==> config.mk <==
export PLATFORM = sky130hd
export DESIGN_NAME = cpu_dmem_if_flat
export DESIGN_NICKNAME = d
export VERILOG_FILES = /design/src/rtl/cpu_dmem_if_if.sv /design/src/rtl/cpu_dmem_if.sv /design/src/flat_wrapper.sv
export SDC_FILE = /design/constraint.sdc
export NUM_CORES = 1
export LEC_CHECK = 0
export CAP_MARGIN = 20
export CELL_PAD_IN_SITES_DETAIL_PLACEMENT = 1
export CELL_PAD_IN_SITES_GLOBAL_PLACEMENT = 1
export CORE_UTILIZATION = 33
export CTS_BUF_LIST = sky130_fd_sc_hd__clkbuf_4 sky130_fd_sc_hd__clkbuf_8
export CTS_CLUSTER_DIAMETER = 100
export DETAILED_ROUTE_END_ITERATION = 10
export GPL_TIMING_DRIVEN = 0
export PLACE_DENSITY = 0.85
export REMOVE_ABC_BUFFERS = 1
export SLEW_MARGIN = 20
export SYNTH_ARGS = -nofsm -noshare
export SYNTH_HDL_FRONTEND = slang
export SYNTH_SLANG_ARGS = --single-unit
==> constraint.sdc <==
create_clock -name clock -period 3.2 [get_ports clock]
set_clock_uncertainty 0.05 [all_clocks]
set_input_delay 0.32 -clock clock [delete_from_list [all_inputs] [get_ports clock]]
set_output_delay 0.32 -clock clock [all_outputs]
set_load 0.05 [all_outputs]
==> src/rtl/cpu_dmem_if_if.sv <==
// Bundle of CPU-side and memory-side signals for the data-memory interface.
// slave: the cpu_dmem_if block; master: the surrounding CPU/memory environment.
interface cpu_dmem_if_if;
    logic        cpud_request;
    logic        cpud_write;
    logic [31:0] cpud_addr;
    logic [31:0] cpud_wdata;
    logic [3:0]  cpud_byte_en;
    logic        access_deny;
    logic        cpud_ack;
    logic [31:0] cpud_rdata;
    logic        cpud_fault;
    logic [1:0]  cpud_fault_cause;
    logic [31:0] cpud_fault_addr;
    logic        cpud_busy;
    logic        mem_request;
    logic        mem_write;
    logic [31:0] mem_addr;
    logic [31:0] mem_wdata;
    logic [3:0]  mem_byte_en;
    logic        mem_ack;
    logic [31:0] mem_rdata;

    modport slave (
        input  cpud_request, cpud_write, cpud_addr, cpud_wdata, cpud_byte_en,
        input  access_deny, mem_ack, mem_rdata,
        output cpud_ack, cpud_rdata, cpud_fault, cpud_fault_cause, cpud_fault_addr,
        output cpud_busy, mem_request, mem_write, mem_addr, mem_wdata, mem_byte_en
    );

    modport master (
        output cpud_request, cpud_write, cpud_addr, cpud_wdata, cpud_byte_en,
        output access_deny, mem_ack, mem_rdata,
        input  cpud_ack, cpud_rdata, cpud_fault, cpud_fault_cause, cpud_fault_addr,
        input  cpud_busy, mem_request, mem_write, mem_addr, mem_wdata, mem_byte_en
    );
endinterface

==> src/rtl/cpu_dmem_if.sv <==
// CPU data-memory access controller: MPU check, bus issue, wait with timeout.
// Optional alignment checking is enabled by defining DMEM_MISALIGN_CHECK_EN.
module cpu_dmem_if #(
    parameter int TIMEOUT_CYCLES = 255
) (
    input logic          clock,
    input logic          reset,
    cpu_dmem_if_if.slave bus
);
    typedef enum logic [1:0] {IDLE, CHECK, ISSUE, WAIT} state_t;

    localparam logic [7:0] TIMEOUT_LIM = TIMEOUT_CYCLES[7:0];

    state_t     state;
    logic [7:0] wait_cnt;
    logic       misalign;

`ifdef DMEM_MISALIGN_CHECK_EN
    // Each legal lane pattern is tied to exactly one address offset.
    function automatic logic misaligned(input logic [3:0] be, input logic [1:0] a);
        case (be)
            4'b0001: misaligned = (a != 2'b00);
            4'b0010: misaligned = (a != 2'b01);
            4'b0100: misaligned = (a != 2'b10);
            4'b1000: misaligned = (a != 2'b11);
            4'b0011: misaligned = (a != 2'b00);
            4'b1100: misaligned = (a != 2'b10);
            4'b1111: misaligned = (a != 2'b00);
            default: misaligned = 1'b1;
        endcase
    endfunction

    assign misalign = misaligned(bus.mem_byte_en, bus.mem_addr[1:0]);
`else
    assign misalign = 1'b0;
`endif

    always_ff @(posedge clock) begin
        if (reset) begin
            state                <= IDLE;
            wait_cnt             <= '0;
            bus.cpud_ack         <= 1'b0;
            bus.cpud_rdata       <= '0;
            bus.cpud_fault       <= 1'b0;
            bus.cpud_fault_cause <= 2'b00;
            bus.cpud_fault_addr  <= '0;
            bus.cpud_busy        <= 1'b0;
            bus.mem_request      <= 1'b0;
            bus.mem_write        <= 1'b0;
            bus.mem_addr         <= '0;
            bus.mem_wdata        <= '0;
            bus.mem_byte_en      <= '0;
        end else begin
            bus.cpud_ack    <= 1'b0;
            bus.cpud_fault  <= 1'b0;
            bus.mem_request <= 1'b0;
            case (state)
                IDLE: begin
                    if (bus.cpud_request) begin
                        bus.mem_write   <= bus.cpud_write;
                        bus.mem_addr    <= bus.cpud_addr;
                        bus.mem_wdata   <= bus.cpud_wdata;
                        bus.mem_byte_en <= bus.cpud_byte_en;
                        bus.cpud_busy   <= 1'b1;
                        state           <= CHECK;
                    end
                end
                CHECK: begin
                    // Alignment fault outranks the MPU verdict.
                    if (misalign || bus.access_deny) begin
                        bus.cpud_fault       <= 1'b1;
                        bus.cpud_fault_cause <= misalign ? 2'b10 : 2'b01;
                        bus.cpud_fault_addr  <= bus.mem_addr;
                        bus.cpud_busy        <= 1'b0;
                        state                <= IDLE;
                    end else begin
                        bus.mem_request <= 1'b1;
                        state           <= ISSUE;
                    end
                end
                ISSUE: begin
                    wait_cnt <= '0;
                    state    <= WAIT;
                end
                WAIT: begin
                    // A completion on the expiry cycle still counts as success.
                    if (bus.mem_ack) begin
                        if (!bus.mem_write)
                            bus.cpud_rdata <= bus.mem_rdata;
                        bus.cpud_ack  <= 1'b1;
                        bus.cpud_busy <= 1'b0;
                        state         <= IDLE;
                    end else if (wait_cnt == TIMEOUT_LIM) begin
                        bus.cpud_fault       <= 1'b1;
                        bus.cpud_fault_cause <= 2'b11;
                        bus.cpud_fault_addr  <= bus.mem_addr;
                        bus.cpud_busy        <= 1'b0;
                        state                <= IDLE;
                    end else begin
                        wait_cnt <= wait_cnt + 8'd1;
                    end
                end
                default: begin
                    bus.cpud_busy <= 1'b0;
                    state         <= IDLE;
                end
            endcase
        end
    end
endmodule
==> src/flat_wrapper.sv <==
// flat-port wrapper written by rule: the top's interface ports become plain ports
module cpu_dmem_if_flat 
#(
    parameter int TIMEOUT_CYCLES = 255
)
  (clock, reset, bus_cpud_request, bus_cpud_write, bus_cpud_addr, bus_cpud_wdata, bus_cpud_byte_en, bus_access_deny, bus_mem_ack, bus_mem_rdata, bus_cpud_ack, bus_cpud_rdata, bus_cpud_fault, bus_cpud_fault_cause, bus_cpud_fault_addr, bus_cpud_busy, bus_mem_request, bus_mem_write, bus_mem_addr, bus_mem_wdata, bus_mem_byte_en);
  cpu_dmem_if_if bus_i ();
  input logic clock;
  input logic reset;
  input wire logic [$bits(bus_i.cpud_request)-1:0] bus_cpud_request;
  input wire logic [$bits(bus_i.cpud_write)-1:0] bus_cpud_write;
  input wire logic [$bits(bus_i.cpud_addr)-1:0] bus_cpud_addr;
  input wire logic [$bits(bus_i.cpud_wdata)-1:0] bus_cpud_wdata;
  input wire logic [$bits(bus_i.cpud_byte_en)-1:0] bus_cpud_byte_en;
  input wire logic [$bits(bus_i.access_deny)-1:0] bus_access_deny;
  input wire logic [$bits(bus_i.mem_ack)-1:0] bus_mem_ack;
  input wire logic [$bits(bus_i.mem_rdata)-1:0] bus_mem_rdata;
  output wire logic [$bits(bus_i.cpud_ack)-1:0] bus_cpud_ack;
  output wire logic [$bits(bus_i.cpud_rdata)-1:0] bus_cpud_rdata;
  output wire logic [$bits(bus_i.cpud_fault)-1:0] bus_cpud_fault;
  output wire logic [$bits(bus_i.cpud_fault_cause)-1:0] bus_cpud_fault_cause;
  output wire logic [$bits(bus_i.cpud_fault_addr)-1:0] bus_cpud_fault_addr;
  output wire logic [$bits(bus_i.cpud_busy)-1:0] bus_cpud_busy;
  output wire logic [$bits(bus_i.mem_request)-1:0] bus_mem_request;
  output wire logic [$bits(bus_i.mem_write)-1:0] bus_mem_write;
  output wire logic [$bits(bus_i.mem_addr)-1:0] bus_mem_addr;
  output wire logic [$bits(bus_i.mem_wdata)-1:0] bus_mem_wdata;
  output wire logic [$bits(bus_i.mem_byte_en)-1:0] bus_mem_byte_en;
  assign bus_i.cpud_request = bus_cpud_request;
  assign bus_i.cpud_write = bus_cpud_write;
  assign bus_i.cpud_addr = bus_cpud_addr;
  assign bus_i.cpud_wdata = bus_cpud_wdata;
  assign bus_i.cpud_byte_en = bus_cpud_byte_en;
  assign bus_i.access_deny = bus_access_deny;
  assign bus_i.mem_ack = bus_mem_ack;
  assign bus_i.mem_rdata = bus_mem_rdata;
  assign bus_cpud_ack = bus_i.cpud_ack;
  assign bus_cpud_rdata = bus_i.cpud_rdata;
  assign bus_cpud_fault = bus_i.cpud_fault;
  assign bus_cpud_fault_cause = bus_i.cpud_fault_cause;
  assign bus_cpud_fault_addr = bus_i.cpud_fault_addr;
  assign bus_cpud_busy = bus_i.cpud_busy;
  assign bus_mem_request = bus_i.mem_request;
  assign bus_mem_write = bus_i.mem_write;
  assign bus_mem_addr = bus_i.mem_addr;
  assign bus_mem_wdata = bus_i.mem_wdata;
  assign bus_mem_byte_en = bus_i.mem_byte_en;
  cpu_dmem_if #(.TIMEOUT_CYCLES(TIMEOUT_CYCLES)) u_core (.clock(clock), .reset(reset), .bus(bus_i));
endmodule
==> PnR_summary.wiki, run 1 <==
{| class="wikitable"
! Metric !! Value
|-
| Most frequent cells in the layout || clkdlybuf4s50_1, nand2_1, dfxtp_1, a21oi_1, nor2_1
|-
| Deepest level of the CTS H-tree || 4
|-
| Std-Cell Rows || 46
|-
| Peak supply drop || 346 µV
|-
| Pin count of the biggest net entering global routing || 80
|-
| Clock buffer depth || 2
|-
| Final Total Pwr || 4.24 mW
|-
| Starting Density || 34.1%
|-
| Die Footprint || 0.0170 mm²
|-
| Status || finished clean
|-
| Average cell area after synthesis || 8.61 µm²
|-
| Post-route cell area || 0.00850 mm²
|-
| Clock latency reported for the late side of the worst-skew pair || 440 ps
|-
| Antenna violations before repair || 0
|-
| Number of I/O pins || 245
|-
| Sequential area share after synthesis || 54.7%
|-
| Buffer cell driving the clock tree root || clkbuf_8
|-
| Final Setup Violations || 0
|-
| Main area contributors after synthesis || dfxtp_1, nand2_1, a21oi_1
|-
| Data arrival time at the worst-slack endpoint || 2690 ps
|-
| Fraction of final layout cells with drive strength greater than 1 || 5.94%
|-
| Worst Hold Class || in -> reg
|-
| Per-cell routed wire length || 16.0 µm
|-
| HPWL reported at the end of detailed placement || 12,900 µm
|-
| Number of synthesized flops with an enable pin || 0
|-
| Worst setup path category || reg -> reg
|-
| Pwr per Cell Area || 499 mW/mm²
|-
| RSZ-0062 raised after global routing || no
|-
| Number of buffers added on ports || 244
|-
| Post-CTS setup buffer count || 0
|-
| Cell seen most often among critical-path stages || buf_8
|-
| Final critical path time including I/O delays and setup || 2430 ps
|-
| Via count of the first global-routing pass || 5,299
|-
| Capturing element type of the critical path || flip-flop
|-
| Worst path slowest cell || dfxtp_1
|-
| Top FF cell, synth || dfxtp_1
|-
| Layout Area Growth over Synthesis || 55.9%
|-
| Vertical die dimension || 131 µm
|-
| Synth Instances || 633
|-
| Clk slew on worst S/H paths || 90 ps
|-
| Post-synthesis instance area || 0.00545 mm²
|-
| Dominant cell type by area after synthesis || dfxtp_1
|-
| CTS buffer count || 17
|-
| Total track usage || 20.3%
|-
| Drt via density || 4.73
|-
| Post-layout net count || 969
|-
| Count of cells resized by post-cts repair || 0
|-
| Fillers || 1,896
|-
| Max-slew violations || 0
|-
| Filler-free cell count of the finished design || 1,091
|-
| Critical path peak fanout || 17
|-
| Crit path largest cell delay || 750 ps
|-
| Fin crit share || 75.9%
|-
| Hold buffers post-CTS || 0
|-
| CP required || 3460 ps
|-
| Max frequency || 411 MHz
|-
| Total via count after detailed routing || 5,159
|-
| Remaining design rule violation count || 0
|-
| Synthesis warning total || 0
|-
| Worst hold slack || 255 ps
|-
| Post-route antenna net violation count || 0
|-
| Total wirelength of the detailed-routed design || 17,500 µm
|-
| Flops & latches, synth || 149
|-
| Number of cells in the design after placement || 1,059
|-
| Slew HR || 37.0%
|-
| Final hold violations || 0
|-
| First-pass GRT wire length || 26,400 µm
|-
| TritonCTS sink count || 149
|-
| Horizontal die dimension || 131 µm
|-
| Count of max-cap constraint violations || 0
|-
| Most common cell after layout, fill and taps aside || clkdlybuf4s50_1
|-
| Least-Margin Pin Slew || 937 ps
|-
| Area of the core region || 0.0160 mm²
|-
| Leak Pwr || 3.02 nW
|-
| Fraction of registers with async set or reset after synthesis || 0%
|-
| Overflow left after global routing || 0
|-
| DRC violation total after the first TritonRoute iteration || 156
|-
| Final Core Density || 53.1%
|-
| Clock tree from TritonCTS || yes
|-
| Area post-placement || 0.00809 mm²
|-
| Cell-by-cell trace of the critical path || nand4b_4, o31ai_4, buf_8, buf_8, mux2i_1, nor2_1
|-
| Post-synthesis cell type count || 40
|-
| Count of antenna diodes in the layout || 0
|-
| Placer Congestion || 0.739
|-
| Fraction of post-synthesis cell area in the top cell type by area || 54.7%
|-
| Setup crit start kind || flip-flop
|-
| Drt pass-1 iters || 4
|}
==> metrics by stage <==
stage                     setup TNS [ps]  setup slack (ps)
final                                  0               770
after global routing                   0               592
after CTS                              0               730
after detailed placement               0               519
after global placement           -293000             -3150
after floorplan                    -8330              -256
==> cells by family after synthesis <==
logic type | synth area share (%)
AND/OR/NAND/NOR | 21.4
flip-flops | 54.7
AO/OA/AOI/OAI | 11.7
buffers and inverters | 5.67
multiplexers | 6.24
adder cells (fa/ha/maj) | 0.229
==> synth_stat cells, drive strengths merged, types with 2 or more instances <==
cell / count
nand2: 212
nand4b: 3
nor2: 41
a21oi: 105
nand3b: 2
o31ai: 5
dfxtp: 149
o21ai: 3
mux2i: 34
nand3: 5
a31oi: 2
clkbuf: 23
buf: 20
nor3: 5
nor3b: 2
o211a: 2
inv: 4
nor4: 3
==> metal layers <==
| metal | GRT usage, % | wire (µm) | up-vias |
|---|---|---|---|
| li1 | - | - | 2537 |
| met1 | 20.5 | 6600 | 2422 |
| met2 | 35.9 | 8600 | 184 |
| met3 | 11.0 | 2050 | 16 |
| met4 | 5.95 | 211 | 0 |
| met5 | 0 | 0 | - |
==> report_power, final <==
group	total, mW	leakage, nW	internal, mW	switching [mW]
Clock	1.50	0.202	0.785	0.712
Sequential	1.98	1.21	1.93	0.0507
Combinational	0.772	1.60	0.311	0.460
Total	4.24	3.02	3.02	1.22
==> registers in the layout, indices dropped and copies added (netlist names), 2 cells and up, named ones only <==
signal                       flops
u_core.bus.mem_byte_en           4
u_core.bus.cpud_fault_addr      32
u_core.bus.mem_addr             32
u_core.bus.cpud_fault_cause      2
u_core.bus.mem_wdata            32
u_core.bus.cpud_rdata           32
u_core.wait_cnt                  8
==> critical path: cells and delay by family, from the launching register on <==
kind / cells / cell delay [ps]
AOI/OAI and AO/OA: 1 / 610
DFF: 1 / 750
and+or+nand+nor: 2 / 290
buffers and inverters: 2 / 400
muxes: 1 / 200
==> final timing paths <==
kind / startpoint / end / slack, ps / cells after the start
worst max-delay path: flip-flop / u_core.bus.cpud_fault_addr[28]$_SDFFE_PP0P_ / 770 / 6
worst min-delay path: reset / u_core.bus.cpud_fault_addr[11]$_SDFFE_PP0P_ / 250 / 2
worst max register to register: flip-flop / u_core.bus.cpud_fault_addr[28]$_SDFFE_PP0P_ / 770 / 6
worst min register to register: u_core.bus.cpud_rdata[6]$_SDFFE_PP0P_ / u_core.bus.cpud_rdata[6]$_SDFFE_PP0P_ / 400 / 2
==> area by class of cell <==
cell class	instances	area (µm²)	share of cell area (%)
well taps	216	270	3.18
inverters	4	15.0	0.177
flip-flops and latches	149	2980	35.1
repair buffers	254	2640	31.1
clock inverters	13	159	1.87
clock buffers	19	249	2.93
multi-input cells	436	2180	25.7
No activity file was read; power rests on OpenSTA's default activity.
==> run 2, diff against run 1 <==
--- a/config.mk
+++ b/config.mk
@@ -8,12 +8,12 @@
 export CAP_MARGIN = 20
 export CELL_PAD_IN_SITES_DETAIL_PLACEMENT = 1
 export CELL_PAD_IN_SITES_GLOBAL_PLACEMENT = 1
-export CORE_UTILIZATION = 33
+export CORE_UTILIZATION = 28
 export CTS_BUF_LIST = sky130_fd_sc_hd__clkbuf_4 sky130_fd_sc_hd__clkbuf_8
 export CTS_CLUSTER_DIAMETER = 100
 export DETAILED_ROUTE_END_ITERATION = 10
 export GPL_TIMING_DRIVEN = 0
-export PLACE_DENSITY = 0.85
+export PLACE_DENSITY = 0.76
 export REMOVE_ABC_BUFFERS = 1
 export SLEW_MARGIN = 20
 export SYNTH_ARGS = -nofsm -noshare
==> constraint.sdc (replaced) <==
create_clock -name clock -period 2.2 [get_ports clock]
set_clock_uncertainty 0.05 [all_clocks]
set_input_delay 0.22 -clock clock [delete_from_list [all_inputs] [get_ports clock]]
set_output_delay 0.22 -clock clock [all_outputs]
set_load 0.05 [all_outputs]
==> PnR_summary.wiki, run 2 (same netlist as run 1, synthesis figures left out) <==
{| class="wikitable"
! Metric !! Value
|-
| Status || finished clean
|-
| Power spent charging and discharging nets || 1.86 mW (+52%)
|-
| Starting Density || 28.9% (-5.2 points)
|-
| Critical path peak fanout || 10 (-7)
|-
| Post-layout net count || 973 (+0.41%)
|-
| Worst path slowest cell || dfxtp_2
|-
| CP required || 2450 ps (-1010 ps)
|-
| TritonCTS sink count || 149 (unchanged)
|-
| Pin count of the biggest net entering global routing || 78 (-2.5%)
|-
| Area of the multi-input gates || 0.00220 mm² (+0.57%)
|-
| Placement Setup Slack || -570 ps (-1090 ps)
|-
| Std-Cell Rows || 50 (+8.7%)
|-
| Final Setup Violations || 0 (unchanged)
|-
| R2R cell count || 9 (+3)
|-
| Drt via density || 4.52 (-4.4%)
|-
| Final Total Pwr || 6.14 mW (+45%)
|-
| Number of buffers added on ports || 244 (unchanged)
|-
| Per-cell routed wire length || 15.1 µm (-5.5%)
|-
| CTS buffer count || 17 (unchanged)
|-
| Fillers || 2,234 (+18%)
|-
| Startpoint of the most critical register-to-register path || u_core.wait_cnt[0]$_SDFFE_PP0P_
|-
| Least-Margin Pin Slew || 901 ps (-36.3 ps)
|-
| Die Footprint || 0.0200 mm² (+18%)
|-
| Vertical die dimension || 142 µm (+8.4%)
|-
| Clk slew on worst S/H paths || 90 ps (about the same)
|-
| Hold path depth || 2 (unchanged)
|-
| DRC violation total after the first TritonRoute iteration || 170 (+9.0%)
|-
| Final total negative setup slack || 0 ps (unchanged)
|-
| Total track usage || 17.3% (-2.9 points)
|-
| Placer Congestion || 0.741 (+0.28%)
|-
| Horizontal die dimension || 142 µm (+8.4%)
|-
| Area of the core region || 0.0189 mm² (+18%)
|-
| Layout Area Growth over Synthesis || 57.4%
|-
| Drt pass-1 iters || 5 (+1)
|-
| Deepest level of the CTS H-tree || 4 (unchanged)
|-
| Max-slew violations || 0 (unchanged)
|-
| Endpoint of the lowest-slack register-to-register path || u_core.bus.cpud_fault_addr[2]$_SDFFE_PP0P_
|-
| Clock tree from TritonCTS || yes
|-
| Power share of the clock group || 35.0% (-0.3 points)
|-
| Pwr per Cell Area || 716 mW/mm² (+43%)
|-
| Total wirelength of the detailed-routed design || 17,200 µm (-1.2%)
|-
| Via count of the first global-routing pass || 5,319 (+0.38%)
|-
| Most frequent cells in the layout || clkdlybuf4s50_1, nand2_1, dfxtp_1, a21oi_1, nor2_1
|-
| Worst setup path category || reg -> reg
|-
| RSZ-0062 raised after global routing || no
|-
| Power Internal || 4.29 mW (+42%)
|-
| Setup crit start kind || flip-flop
|-
| First-pass GRT wire length || 27,000 µm (+2.4%)
|-
| Post-route antenna net violation count || 0 (unchanged)
|-
| Crit path largest cell delay || 410 ps (-340 ps)
|-
| Final critical path time including I/O delays and setup || 2060 ps (-373 ps)
|-
| Data arrival time at the worst-slack endpoint || 2310 ps (-380 ps)
|-
| Cell-by-cell trace of the critical path || ha_4, nand4b_4, o31ai_4, buf_6, buf_8, buf_8, buf_8, mux2i_1, nor2_1
|-
| Max frequency || 486 MHz (+18%)
|-
| Remaining design rule violation count || 0 (unchanged)
|-
| Count of max-cap constraint violations || 0 (unchanged)
|-
| Most common cell after layout, fill and taps aside || clkdlybuf4s50_1
|-
| Slew HR || 39.4% (+2.4 points)
|-
| Cell seen most often among critical-path stages || buf_8
|-
| Switching fraction of total power || 30.2% (+1.4 points)
|-
| Number of I/O pins || 245 (unchanged)
|-
| Fraction of final layout cells with drive strength greater than 1 || 6.94% (+1.0 points)
|-
| Final hold violations || 0 (unchanged)
|-
| Logic pwr share || 18.3% (about the same)
|-
| Capturing element type of the critical path || flip-flop
|-
| Seq. cell area || 0.00299 mm² (+0.25%)
|-
| Leak Pwr || 3.02 nW (+0.29%)
|-
| Number of cells in the design after placement || 1,105 (+4.3%)
|-
| Total via count after detailed routing || 5,153 (-0.12%)
|-
| Crit path setup slack, layout || 143 ps (-627 ps)
|-
| Overflow left after global routing || 0 (unchanged)
|-
| Peak supply drop || 360 µV (+3.8%)
|-
| Filler-free cell count of the finished design || 1,140 (+4.5%)
|-
| Worst-case register-to-register setup slack || 140 ps (-630 ps)
|-
| HPWL reported at the end of detailed placement || 12,200 µm (-5.3%)
|-
| Hold worst-path end || u_core.bus.cpud_fault_addr[26]$_SDFFE_PP0P_
|-
| Clock latency reported for the late side of the worst-skew pair || 450 ps (about the same)
|-
| Sequential power share || 46.8% (+0.3 points)
|-
| Buffer cell driving the clock tree root || clkbuf_8
|-
| Fin crit share || 93.5% (+18 points)
|-
| Worst Hold Class || in -> reg
|-
| Antenna violations before repair || 1 (+1)
|-
| Start point of the worst hold path || reset
|-
| Clock buffer depth || 2 (unchanged)
|}
run 2: changes by cell type in the layout (fill, tap and decap cells not counted), moves of 2 or more:
cell | before | now
dfxtp_1 | 149 | 145
inv_6 | 0 | 3
buf_6 | 3 | 5
buf_16 | 4 | 2
buf_4 | 0 | 2
dfxtp_2 | 0 | 3
run 2: through the flow:
| step | instance area (µm²) | hold slack (ps) | util (%) |
|---|---|---|---|
| 2_1_floorplan | 5160 | 239 | - |
| 3_3_place_gp | 7930 | 391 | 42.0 |
| 3_5_place_dp | 8150 | 396 | 43.1 |
| 4_1_cts | 8570 | 161 | 45.3 |
| 5_1_grt | 8580 | 165 | 45.4 |
| 6_report | 8580 | 164 | 45.4 |
run 2: layer usage:
metal  wire [µm]  GRT usage (%)  vias up
met5           0              0        -
met4         156           5.26        0
met3        1940           9.38       12
met2        8030           29.1      191
met1        7110           18.6     2402
li1            -              -     2548
run 2: power groups by stage:
| stage | logic, mW | clock network, mW | registers [mW] |
|---|---|---|---|
| 3_5_place_dp | 1.13 | 0 | 2.94 |
| 3_3_place_gp | 1.09 | 0 | 2.93 |
| 6_report | 1.12 | 2.15 | 2.87 |
| 5_1_grt | 1.19 | 2.35 | 2.89 |
| 4_1_cts | 1.13 | 2.23 | 2.87 |
| 2_1_floorplan | 0.215 | 0 | 3.28 |
run 2: how the worst max path moves through the flow:
stage                                                from                                         end  slack (ps)  cells after the start
after detailed placement                      bus_mem_ack  u_core.bus.cpud_fault_addr[2]$_SDFFE_PP0P_        -570                      9
final                     u_core.wait_cnt[0]$_SDFFE_PP0P_  u_core.bus.cpud_fault_addr[2]$_SDFFE_PP0P_         140                      9
after global placement                              reset             u_core.wait_cnt[2]$_SDFFE_PP0P_       -4190                      4
after global routing      u_core.wait_cnt[0]$_SDFFE_PP0P_  u_core.bus.cpud_fault_addr[2]$_SDFFE_PP0P_          60                      9
after floorplan           u_core.wait_cnt[0]$_SDFFE_PP0P_  u_core.bus.cpud_fault_addr[0]$_SDFFE_PP0P_       -1260                      5
after CTS                    u_core.state[0]$_SDFFE_PP0P_  u_core.bus.cpud_fault_addr[2]$_SDFFE_PP0P_          30                      8
run 2: area by class of cell:
class / count / area share (%)
Clock buffer: 18 / 2.81
Antenna cell: 1 / 0.0292
Sequential cell: 149 / 34.8
Inverter: 4 / 0.175
Multi-Input combinational cell: 436 / 25.6
Clock inverter: 14 / 1.76
Timing Repair Buffer: 258 / 31.0
Tap cell: 260 / 3.79
run 2: critical path, delay by kind of cell (launching register included):
| family | cells | cell delay (ps) |
|---|---|---|
| compound gates | 1 | 230 |
| fa+ha+maj | 1 | 190 |
| buf+inv | 4 | 610 |
| flops | 1 | 410 |
| mux | 1 | 200 |
| simple gates | 2 | 200 |
run 2: timing repair:
| action | CTS | global route |
|---|---|---|
| gates cloned | 0 | 0 |
| setup endpoints to repair | 25 | 10 |
| hold buffers | 0 | 0 |
| buffers inserted | 1 | 1 |
| pin swaps | 1 | 0 |
| gates resized for setup | 4 | 3 |
